==> src/rtl/alu_seq.sv <==
// Handshaked sequential ALU: single-cycle ops return a registered result the
// cycle after accept; MUL runs a shift-add loop, one multiplier bit per cycle.
module alu_seq #(
  parameter int WIDTH = 32,
  parameter int SHW   = $clog2(WIDTH)
) (
  input  logic             clk,
  input  logic             rst,
  input  logic             in_valid,
  output logic             in_ready,
  input  logic [WIDTH-1:0] A,
  input  logic [WIDTH-1:0] B,
  input  logic [3:0]       func,
  output logic             out_valid,
  input  logic             out_ready,
  output logic [WIDTH-1:0] out,
  output logic             zero,
  output logic             neg,
  output logic             carry,
  output logic             ovf,
  output logic             err
);

  localparam logic [3:0] OP_ADD  = 4'b0000;
  localparam logic [3:0] OP_SUB  = 4'b0001;
  localparam logic [3:0] OP_NAND = 4'b0010;
  localparam logic [3:0] OP_INC  = 4'b0011;
  localparam logic [3:0] OP_PSA  = 4'b0100;
  localparam logic [3:0] OP_PSB  = 4'b0101;
  localparam logic [3:0] OP_AND  = 4'b0110;
  localparam logic [3:0] OP_OR   = 4'b0111;
  localparam logic [3:0] OP_XOR  = 4'b1000;
  localparam logic [3:0] OP_SLL  = 4'b1001;
  localparam logic [3:0] OP_SRL  = 4'b1010;
  localparam logic [3:0] OP_SRA  = 4'b1011;
  localparam logic [3:0] OP_SLT  = 4'b1100;
  localparam logic [3:0] OP_MUL  = 4'b1101;

  typedef enum logic {IDLE, MUL} state_t;

  state_t           state, state_nx;
  logic             load_alu, load_mul, mul_last, accept;
  logic [WIDTH-1:0] alu_res;
  logic             alu_c, alu_v, alu_e;
  logic [SHW-1:0]   sh;
  logic [WIDTH-1:0] mcand, mplier, acc, acc_step;
  logic [SHW-1:0]   cnt;

  // Handshake: a request transfers on a rising edge where in_valid && in_ready;
  // a result transfers on a rising edge where out_valid && out_ready.
  assign in_ready = (state == IDLE) && (!out_valid || out_ready);
  assign accept   = in_valid && in_ready;
  assign sh       = B[SHW-1:0];
  assign acc_step = acc + (mplier[0] ? mcand : '0);

  always_comb begin
    alu_res = '0;
    alu_c   = 1'b0;
    alu_v   = 1'b0;
    alu_e   = 1'b0;
    case (func)
      OP_ADD: begin
        {alu_c, alu_res} = {1'b0, A} + {1'b0, B};
        alu_v = (A[WIDTH-1] == B[WIDTH-1]) && (alu_res[WIDTH-1] != A[WIDTH-1]);
      end
      OP_SUB: begin
        // Top bit of the widened difference is the unsigned borrow.
        {alu_c, alu_res} = {1'b0, A} - {1'b0, B};
        alu_v = (A[WIDTH-1] != B[WIDTH-1]) && (alu_res[WIDTH-1] != A[WIDTH-1]);
      end
      OP_NAND: alu_res = ~(A & B);
      OP_INC: begin
        {alu_c, alu_res} = {1'b0, A} + {{WIDTH{1'b0}}, 1'b1};
        alu_v = !A[WIDTH-1] && alu_res[WIDTH-1];
      end
      OP_PSA:  alu_res = A;
      OP_PSB:  alu_res = B;
      OP_AND:  alu_res = A & B;
      OP_OR:   alu_res = A | B;
      OP_XOR:  alu_res = A ^ B;
      OP_SLL:  alu_res = A << sh;
      OP_SRL:  alu_res = A >> sh;
      OP_SRA:  alu_res = $signed(A) >>> sh;
      OP_SLT:  alu_res = {{(WIDTH-1){1'b0}}, ($signed(A) < $signed(B))};
      OP_MUL:  alu_res = '0;
      default: alu_e = 1'b1;
    endcase
  end

  always_comb begin
    state_nx = state;
    load_alu = 1'b0;
    load_mul = 1'b0;
    mul_last = 1'b0;
    case (state)
      IDLE: begin
        if (accept) begin
          if (func == OP_MUL) begin
            load_mul = 1'b1;
            state_nx = MUL;
          end else begin
            load_alu = 1'b1;
          end
        end
      end
      MUL: begin
        if (cnt == SHW'(WIDTH-1)) begin
          mul_last = 1'b1;
          state_nx = IDLE;
        end
      end
      default: state_nx = IDLE;
    endcase
  end

  always_ff @(posedge clk or posedge rst) begin
    if (rst) begin
      state     <= IDLE;
      out       <= '0;
      zero      <= 1'b0;
      neg       <= 1'b0;
      carry     <= 1'b0;
      ovf       <= 1'b0;
      err       <= 1'b0;
      out_valid <= 1'b0;
      mcand     <= '0;
      mplier    <= '0;
      acc       <= '0;
      cnt       <= '0;
    end else begin
      state <= state_nx;
      if (load_alu) begin
        out       <= alu_res;
        zero      <= (alu_res == '0);
        neg       <= alu_res[WIDTH-1];
        carry     <= alu_c;
        ovf       <= alu_v;
        err       <= alu_e;
        out_valid <= 1'b1;
      end else if (mul_last) begin
        out       <= acc_step;
        zero      <= (acc_step == '0);
        neg       <= acc_step[WIDTH-1];
        carry     <= 1'b0;
        ovf       <= 1'b0;
        err       <= 1'b0;
        out_valid <= 1'b1;
      end else if (out_valid && out_ready) begin
        out_valid <= 1'b0;
      end
      if (load_mul) begin
        mcand  <= A;
        mplier <= B;
        acc    <= '0;
        cnt    <= '0;
      end else if (state == MUL) begin
        acc    <= acc_step;
        mcand  <= mcand << 1;
        mplier <= mplier >> 1;
        cnt    <= cnt + SHW'(1);
      end
    end
  end

endmodule

==> config.mk <==
export PLATFORM = sky130hd
export DESIGN_NAME = alu_seq
export DESIGN_NICKNAME = d
export VERILOG_FILES = /design/src/rtl/alu_seq.sv
export SDC_FILE = /design/constraint.sdc
export NUM_CORES = 1
export LEC_CHECK = 0
export CAP_MARGIN = 20
export CORE_MARGIN = 2
export CORE_UTILIZATION = 50
export DETAILED_ROUTE_END_ITERATION = 8
export HOLD_SLACK_MARGIN = 0.05
export PLACE_DENSITY = 0.67
export SLEW_MARGIN = 20
export SYNTH_ARGS = -nofsm -noshare
export SYNTH_HDL_FRONTEND = slang
export SYNTH_SLANG_ARGS = --single-unit
==> constraint.sdc <==
create_clock -name clk -period 12.31 [get_ports clk]
set_input_delay 3.0775 -clock clk [delete_from_list [all_inputs] [get_ports clk]]
set_output_delay 3.0775 -clock clk [all_outputs]
set_load 0.01 [all_outputs]
======== After elaboration in Yosys (flattened, before gate mapping) ========
Cells that the tools add are included.
operators by class
  multipliers ............................. 0
  divide/modulo/power cells ............... 0
  bitwise gates (word level) .............. 5
  shift-type cells ........................ 3
  eq/ne operators ......................... 18
  $lt $le $gt $ge ......................... 1
  mux-type cells .......................... 36
  add/subtract/negate cells ............... 5
  reduce and logical (&&, ||, !) cells .... 16
operators by type and width
  operator                 number
  $pmux W32 S13            1
  $mux W32                 9
  $logic_not A32 Y1        2
  $add A32 B1 Y33 const B  1
  $add A32 B32 Y33         1
  $sub A32 B32 Y33         1
  $add A32 B32 Y32         1
  $and A32 B32 Y32         1
  $lt A32 B32 Y1           1
  $not A32 Y32             1
  $or A32 B32 Y32          1
  $shl A32 B5 Y32          1
  $shr A32 B5 Y32          1
  $sshr A32 B5 Y32         1
  $xor A32 B32 Y32         1
  $eq A4 B4 Y1 const B     6
  $mux W1                  21
  $eq A4 B3 Y1 const B     4
  $reduce_or A14 Y1        1
  $mux W5                  2
  $eq A4 B2 Y1 const B     2
  $logic_and A1 B1 Y1      6
  $pmux W1 S3              2
  $add A5 B1 Y5 const B    1
  other kinds (11)         15
word-level totals
  bits in registers ....................... 140
  bits of input ports ..................... 72
  memories ................................ 0
  logic and storage cells ................. 96
  memory bits (writable) .................. 0
  bits in latches ......................... 0
  ROM bits ................................ 0
  output and inout port bits .............. 39

======== Logic depth before layout (Yosys ltp) ========
Gate-level depths: netlist (run 1).
  word-level depth ........................ 7
  gate-level depth with buffers ........... 17
  mapped depth without buffers ............ 14

======== Least setup slack after synthesis (run 1) ========
Ideal clock, no wire load.
  path type ............................... in2reg
  start point ............................. in B[2]
  end point ............................... reg zero
  setup slack ............................. 4.859 ns
  data arrival time ....................... 7.377 ns
  data required time ...................... 12.236 ns
  setup time .............................. 0.074 ns
  stages on the path ...................... 17
  buffers on the path ..................... 4
  cell sequence ........................... clkbuf_1 -> clkbuf_1 -> clkbuf_1 -> inv_2 -> buf_1 -> ha_1 -> nor2_1 -> o311ai_0 -> a2111oi_0 -> o21ai_1 -> o311a_1 -> o21ai_1 -> a41oi_1 -> mux2i_1 -> nor4b_1 -> nand4_1 -> o21ai_2
between the ends
  longest elaborated chain between the ends .. 5
  elaborated cells on any way between the ends .. 13
  those cells by class .................... add/sub: 2; order compare: 1; shift: 3; mux: 2; bitwise: 4; reduce/logical: 1
ends and longest elaborated chain
  what                                                      line  source
  from (decl)                                               12    input logic [WIDTH-1:0] B,
  branches (longest 2 deep; another with $sub A32 B32 Y33)  -
  $pmux W32 S13 *                                           61    case (func)
  $logic_not A32 Y1 *                                       134   zero <= (alu_res == '0);
  $mux W1 *                                                 132   if (load_alu) begin
  to (signal assigned)                                      134
  to (signal assigned)                                      142   zero <= (acc_step == '0);
  to (decl)                                                 17    output logic zero,
Every way passes the cells marked *.
A chain may end at the register's enable or synchronous reset.

======== Worst setup path in the final report (run 1) ========
  start point ............................. in B[1]
  end point ............................... reg zero
The elaborated chain is that of the path after synthesis.

==> results of run 1 <==
-- cell type report --
type | count | area, um^2
Antenna cell | 2 | 5.00
Fill cell | 3611 | 16500
Multi-Input combinational cell | 2036 | 14400
Clock buffer | 18 | 439
Inverter | 106 | 403
Sequential cell | 139 | 3480
Timing Repair Buffer | 175 | 1550
Tap cell | 511 | 639
Clock inverter | 14 | 148
-- registers in the layout (all words and copies together), names as in the netlist --
| register | count |
|---|---|
| acc | 32 |
| carry | 1 |
| cnt | 5 |
| err | 1 |
| mcand | 32 |
| mplier | 32 |
| out | 32 |
| out_valid | 1 |
| ovf | 1 |
| state | 1 |
| zero | 1 |
-- Yosys cell counts, types with 18 or more instances --
cell,number
nor2_1,180
mux2i_1,91
and2_1,44
a221oi_1,24
a211oi_1,33
o31ai_1,24
xnor2_1,67
nand2_1,333
o22ai_1,38
inv_1,104
mux4_2,60
dfrtp_1,139
nand2b_1,20
o21ai_0,178
nor2b_1,19
a221o_1,18
buf_1,22
nand4_1,20
a21o_1,32
nand3_1,59
a31oi_1,30
o221ai_1,26
clkbuf_1,171
a21oi_1,132
a22oi_1,86
ha_1,141
o211ai_1,18
nor3_1,64
-- path summary, 6_finish.rpt --
check,slack (ns),depth (start not counted),end
max,4.08,15,zero
min,0.48,2,mplier[25]
max reg2reg,6.92,14,zero
min reg2reg,0.48,2,mplier[25]
max in group asynchronous,7.87,3,err
min in group asynchronous,3.08,2,mplier[6]
-- kinds of logic (layout without fill, tap and decap cells) --
logic type / after synthesis / after routing
other: 0 / 2
adder cells (fa/ha/maj): 144 / 144
buffers and inverters: 317 / 313
AND/OR/NAND/NOR: 838 / 838
XOR/XNOR: 80 / 80
multiplexers: 166 / 166
AO/OA/AOI/OAI: 808 / 808
flip-flops: 139 / 139
-- power by group through the flow --
stage	registers [mW]	clock network (mW)	logic, mW
after floorplan	0.744	0	0.903
after global placement	0.778	0	1.38
after detailed placement	0.784	0	1.41
after CTS	0.779	0.542	1.42
after global routing	0.801	0.561	1.57
final	0.783	0.538	1.48
-- layer usage --
layer	vias to the layer above	share of wire [%]	track usage, %
met5	-	0.11	1.66
met4	8	7.7	29.0
met3	448	14	17.2
met2	1750	42	68.6
met1	10400	36	57.5
li1	9281	-	-
-- through the flow --
step,cells,hold slack [ns],utilization [%]
finish,3001,0.479,56.1
global placement,2967,0.458,54.5
detailed placement,2967,0.464,54.5
floorplan,2492,0.447,-
CTS,2999,0.483,56.1
global route,3000,0.494,56.1
-- critical path: cells and delay by family --
kind | cells | cell delay, ns
compound gates | 5 | 2.43
xor+xnor | 1 | 0.28
fa+ha+maj | 1 | 0.39
buf+inv | 3 | 1.14
simple gates | 5 | 1.25
==> results.py, run 1 <==
metrics = {
    "worst_setup_path": {
        "critical_path_class": "input pin to flop",
        "path_cells": "buf_4 -> buf_4 -> inv_1 -> ha_1 -> nor2_1 -> o311ai_0 -> a21oi_1 -> a211oi_1 -> xnor2_1 -> o2111ai_1 -> nor3_1 -> nand4b_1 -> nor4_1 -> nand3_1 -> o21ai_2",
        "critPathMaxStageDelay_ns": 0.93,
        "worstSetupStartpointType": "input pin",
        "cp-end-kind": "flop",
        "crit_fanout": 32,
        "cp_data_arrival_time_ns": 8.63,
        "cp-startpoint": "B[1]",
        "cp.required_ns": 12.71,
        "crit_top_cell": "buf_4",
        "slowest_stage": "o311ai_0",
        "rr_startpoint": "mplier[0]",
    },
    "synthesis": {
        "synth-xor-area-share_pct": 3.66,
        "ys_ff_latch": 139,
        "synthMuxAreaShare_pct": 12.7,
        "synth_ff_type": "dfrtp_1",
        "synth_compound_area_share_pct": 29.0,
        "synth_top_area_share_pct": 18.2,
        "ys_seq_area_share_pct": 18.2,
        "synth_cells": 2492,
        "synth-edff-count": 0,
        "synth_top_family_by_area": "compound AO/OA/AOI/OAI gates",
        "syn_area_per_cell_um2": 7.67,
        "synth-simple-area-share_pct": 20.4,
        "synth_adder_area_share_pct": 9.54,
        "yosysWarnings": 0,
        "yosysUniqueCellTypes": 96,
        "async_reset_ff_share_pct": 100,
        "yosys.area.top_type": "dfrtp_1",
        "synth.area.top_cells": "dfrtp_1 18%, ha_1 9.2%, mux4_2 7.1%",
        "syn_nets": 2708,
        "syn_area_um2": 19100,
    },
    "clock_tree": {
        "cts_buffers": 17,
        "clkSlewWorstSetupHoldPaths_ns": 0.06,
        "ctsLongestPathBuffers": 2,
        "cts_tree": "yes",
        "cts_sinks": 139,
        "worstSkewPairLatency_ns": 0.49,
        "cts_root_buf": "clkbuf_16",
        "cts_max_level": 4,
        "ctsHoldBuffers": 0,
        "cts_resized": 0,
        "cts_setup_buffers": 0,
    },
    "finish": {
        "syn2layout_area_growth_pct": 10.5,
        "finalInstanceArea_um2": 21100,
        "fin_nets": 2691,
        "drive_above_1_share_pct": 9.16,
        "layout_commonest_cell": "nand2_1",
        "final_cell_mix": "332 x nand2_1, 178 x o21ai_0, 178 x nor2_1, 141 x ha_1, 138 x dfrtp_1",
    },
    "place": {
        "port_buffers": 110,
        "dpl_worst_slack_ns": 3.80,
        "gp_congestion": 1.08,
        "dpl_cell_area_um2": 20500,
        "dp.final_hpwl_um": 68700,
    },
    "hold_path": {
        "hp-start": "mplier[25]",
        "holdCritPathClass": "flop to flop",
    },
    "drt": {
        "drt_pass1_iterations": 9,
        "antenna_left": 0,
        "first_iter_violations": 3350,
        "drc_errors": 0,
        "wirelength_um": 93100,
        "via_count": 21900,
        "post_drt_wl_per_cell_um": 31.0,
        "viasPerCell": 7.31,
    },
    "global_route": {
        "overflow": 0,
        "grt_max_degree": 83,
        "track_usage_pct": 46.6,
        "antenna_found_initial": 4,
        "grt_pass1_wl_um": 135000,
        "grt_pass1_vias": 20400,
    },
    "pwr": {
        "p_sw_share_pct": 47.0,
        "power.density_nw_per_um2": 133,
        "vdd_drop_max_mv": 0.110,
        "p_int_mw": 1.48,
        "p_clk_share_pct": 19.2,
        "seq_power_share_pct": 28.0,
        "combPwrFrac_pct": 52.8,
        "p_leak_nw": 8.85,
        "total_power_mw": 2.80,
        "switching_power_mw": 1.32,
    },
    "floorplan": {
        "initial_core_util_pct": 50.8,
        "ios": 111,
        "dieArea_um2": 39800,
        "die_w_um": 200,
        "num_rows": 71,
        "coreArea_um2": 37700,
        "die_h_um": 200,
    },
    "sta": {
        "worst_pin_slew_ns": 1.22,
        "period_share_pct": 66.8,
        "clock-skew-final_ns": 0.0282,
        "final_hold_viol_count": 0,
        "grt_setup_unrepaired": "false",
        "relSlewSlack_pct": 18.2,
        "setup_tns_ns": 0,
        "setup_ws_ns": 4.08,
        "fmaxAchievable_mhz": 122,
        "period_minus_slack_ns": 8.23,
        "setup_viol": 0,
        "slew_viol_final": 0,
    },
    "outcome": {
        "status": "complete, no violations",
    },
    "flow_run": {
        "drv_cap": 0,
    },
}
Note: power is estimated with default switching activity, not from simulation.
==> run 2, diff against run 1 <==
--- a/config.mk
+++ b/config.mk
@@ -10,7 +10,7 @@
 export CORE_UTILIZATION = 50
 export DETAILED_ROUTE_END_ITERATION = 8
 export HOLD_SLACK_MARGIN = 0.05
-export PLACE_DENSITY = 0.67
+export PLACE_DENSITY = 0.69
 export SLEW_MARGIN = 20
 export SYNTH_ARGS = -nofsm -noshare
 export SYNTH_HDL_FRONTEND = slang
==> constraint.sdc (replaced) <==
create_clock -name clk -period 6.85 [get_ports clk]
set_input_delay 1.7125 -clock clk [delete_from_list [all_inputs] [get_ports clk]]
set_output_delay 1.7125 -clock clk [all_outputs]
set_load 0.01 [all_outputs]
==> run 2 against run 1 <==
Compared with the run above: sequential power up 80%; wire length up 2.3%; non-clock buffer count up 85; total power up 82%; design area up 3.1%; critical path depth up 1; count of clock-buffer cells in the layout unchanged; sequential share of layout area down 0.50 points; worst hold slack about the same; critical endpoint unchanged.
==> results.py, run 2 (synthesized netlist as in run 1, its figures left out) <==
metrics = {
    "place": {
        "dp.final_hpwl_um": 71400,
        "dpl.cell_count": 3052,
        "port_buffers": 110,
        "gp_congestion": 1.10,
    },
    "clock_tree": {
        "cts_tree": "yes",
        "clkSlewWorstSetupHoldPaths_ns": 0.06,
        "cts_resized": 0,
        "cts_setup_buffers": 0,
        "ctsLongestPathBuffers": 2,
        "cts_max_level": 4,
        "worstSkewPairLatency_ns": 0.49,
        "cts_sinks": 139,
        "cts_buffers": 17,
        "cts_root_buf": "clkbuf_16",
        "ctsHoldBuffers": 0,
    },
    "floorplan": {
        "dieArea_um2": 39800,
        "die_w_um": 200,
        "num_rows": 71,
        "coreArea_um2": 37700,
        "ios": 111,
        "die_h_um": 200,
        "initial_core_util_pct": 50.8,
    },
    "worst_setup_path": {
        "critical_path_class": "input pin to flop",
        "cp_data_arrival_time_ns": 6.88,
        "critPathMaxStageDelay_ns": 0.81,
        "path_cells": "clkdlybuf4s50_1 -> inv_1 -> ha_1 -> fa_1 -> nor2_1 -> o311ai_0 -> a2111oi_0 -> buf_4 -> o21a_1 -> a211o_1 -> a31oi_1 -> a211oi_1 -> o211ai_1 -> a2111oi_0 -> nand3_1 -> o21ai_2",
        "cp-end-kind": "flop",
        "worstSetupStartpointType": "input pin",
        "reg2reg_slack_ns": 1.47,
        "crit_fanout": 12,
        "slowest_stage": "a2111oi_0",
        "cp.required_ns": 7.25,
        "crit_top_cell": "a2111oi_0",
    },
    "drt": {
        "post_drt_wl_per_cell_um": 30.9,
        "viasPerCell": 7.30,
        "antenna_left": 0,
        "drc_errors": 0,
        "drt_pass1_iterations": 7,
        "first_iter_violations": 2996,
        "via_count": 22500,
        "wirelength_um": 95200,
    },
    "finish": {
        "fillers": 3616,
        "drive_above_1_share_pct": 12.1,
        "syn2layout_area_growth_pct": 13.9,
        "final_cell_mix": "333 x nand2_1, 178 x o21ai_0, 178 x nor2_1, 150 x buf_4, 141 x ha_1",
        "layout_commonest_cell": "nand2_1",
        "fin_nets": 2776,
        "instances_no_fill": 3087,
    },
    "global_route": {
        "use_met2_pct": 70.7,
        "busiest_layer": "met2",
        "grt_pass1_vias": 21100,
        "track_usage_pct": 47.6,
        "antenna_found_initial": 9,
        "use_met1_pct": 57.8,
        "use_met3_pct": 16.9,
        "grt_pass1_wl_um": 138000,
        "grt_max_degree": 80,
        "overflow": 0,
    },
    "sta": {
        "final_hold_viol_count": 0,
        "relSlewSlack_pct": 26.9,
        "setup_tns_ns": 0,
        "fmaxAchievable_mhz": 154,
        "setup_viol": 0,
        "worst_pin_slew_ns": 1.08,
        "grt_setup_unrepaired": "false",
        "period_minus_slack_ns": 6.49,
        "slew_viol_final": 0,
        "clock-skew-final_ns": 0.0280,
        "period_share_pct": 94.7,
    },
    "hold_path": {
        "holdCritPathClass": "flop to flop",
    },
    "flow_run": {
        "drv_cap": 0,
    },
    "outcome": {
        "status": "complete, no violations",
    },
    "pwr": {
        "power.density_nw_per_um2": 234,
        "p_leak_nw": 9.26,
        "vdd_drop_max_mv": 0.175,
    },
}
## run 2: cell count changes in the layout (fill, tap and decap cells not counted), moves of 2 or more
cell,delta
inv_6,-2
inv_8,-3
buf_12,+2
buf_4,+83
clkinv_4,+4
## run 2: routing by layer
| metal | up-vias | part of all wire (%) |
|---|---|---|
| met4 | 16 | 8.0 |
| li1 | 9473 | - |
| met1 | 10700 | 36 |
| met5 | - | 0.19 |
| met2 | 1851 | 42 |
| met3 | 489 | 14 |
## run 2: through the flow
stage               total power [mW]  util (%)  hold slack, ns  worst slack (ns)  area, um^2
detailed placement              4.00      56.2           0.466             0.106       21200
global route                    5.34      57.8           0.499             0.240       21800
CTS                             5.00      57.8           0.482             0.572       21800
finish                          5.09      57.8           0.479             0.365       21800
global placement                3.94      56.2           0.458             0.271       21200
floorplan                       2.96         -           0.447             0.764       19100
## run 2: path summary, 6_finish.rpt
| kind | startpoint | to | cells after the start |
|---|---|---|---|
| worst max-delay path | A[0] | zero | 16 |
| worst min-delay path | out[0] | out[0] | 2 |
| worst max register to register | mplier[0] | zero | 14 |
| worst min register to register | out[0] | out[0] | 2 |
| max in group asynchronous | rst | out[7] | 3 |
| min in group asynchronous | rst | mplier[6] | 2 |
## run 2: critical path: cells and delay by family
family	cells	cell delay, ns
adders and majority gates	2	0.69
AOI/OAI and AO/OA	9	3.00
buffers and inverters	3	1.10
and+or+nand+nor	2	0.38
## run 2: cell type report
cell class                 instances  area, um^2  area share (%)
inverter                         106         403            1.85
tap                              511         639            2.94
clock inverter                    14         161           0.741
antenna                            3        7.51          0.0345
sequential                       139        3480            16.0
multi-input combinational       2036       14400            66.3
clock buffer                      18         429            1.97
timing repair buffer             260        2220            10.2
## run 2: where the power goes
part,switching (mW),leakage (nW),total (mW),internal (mW)
sequential,0.272,1.81,1.41,1.14
clock,0.451,0.278,0.993,0.542
combinational,1.64,7.16,2.69,1.05
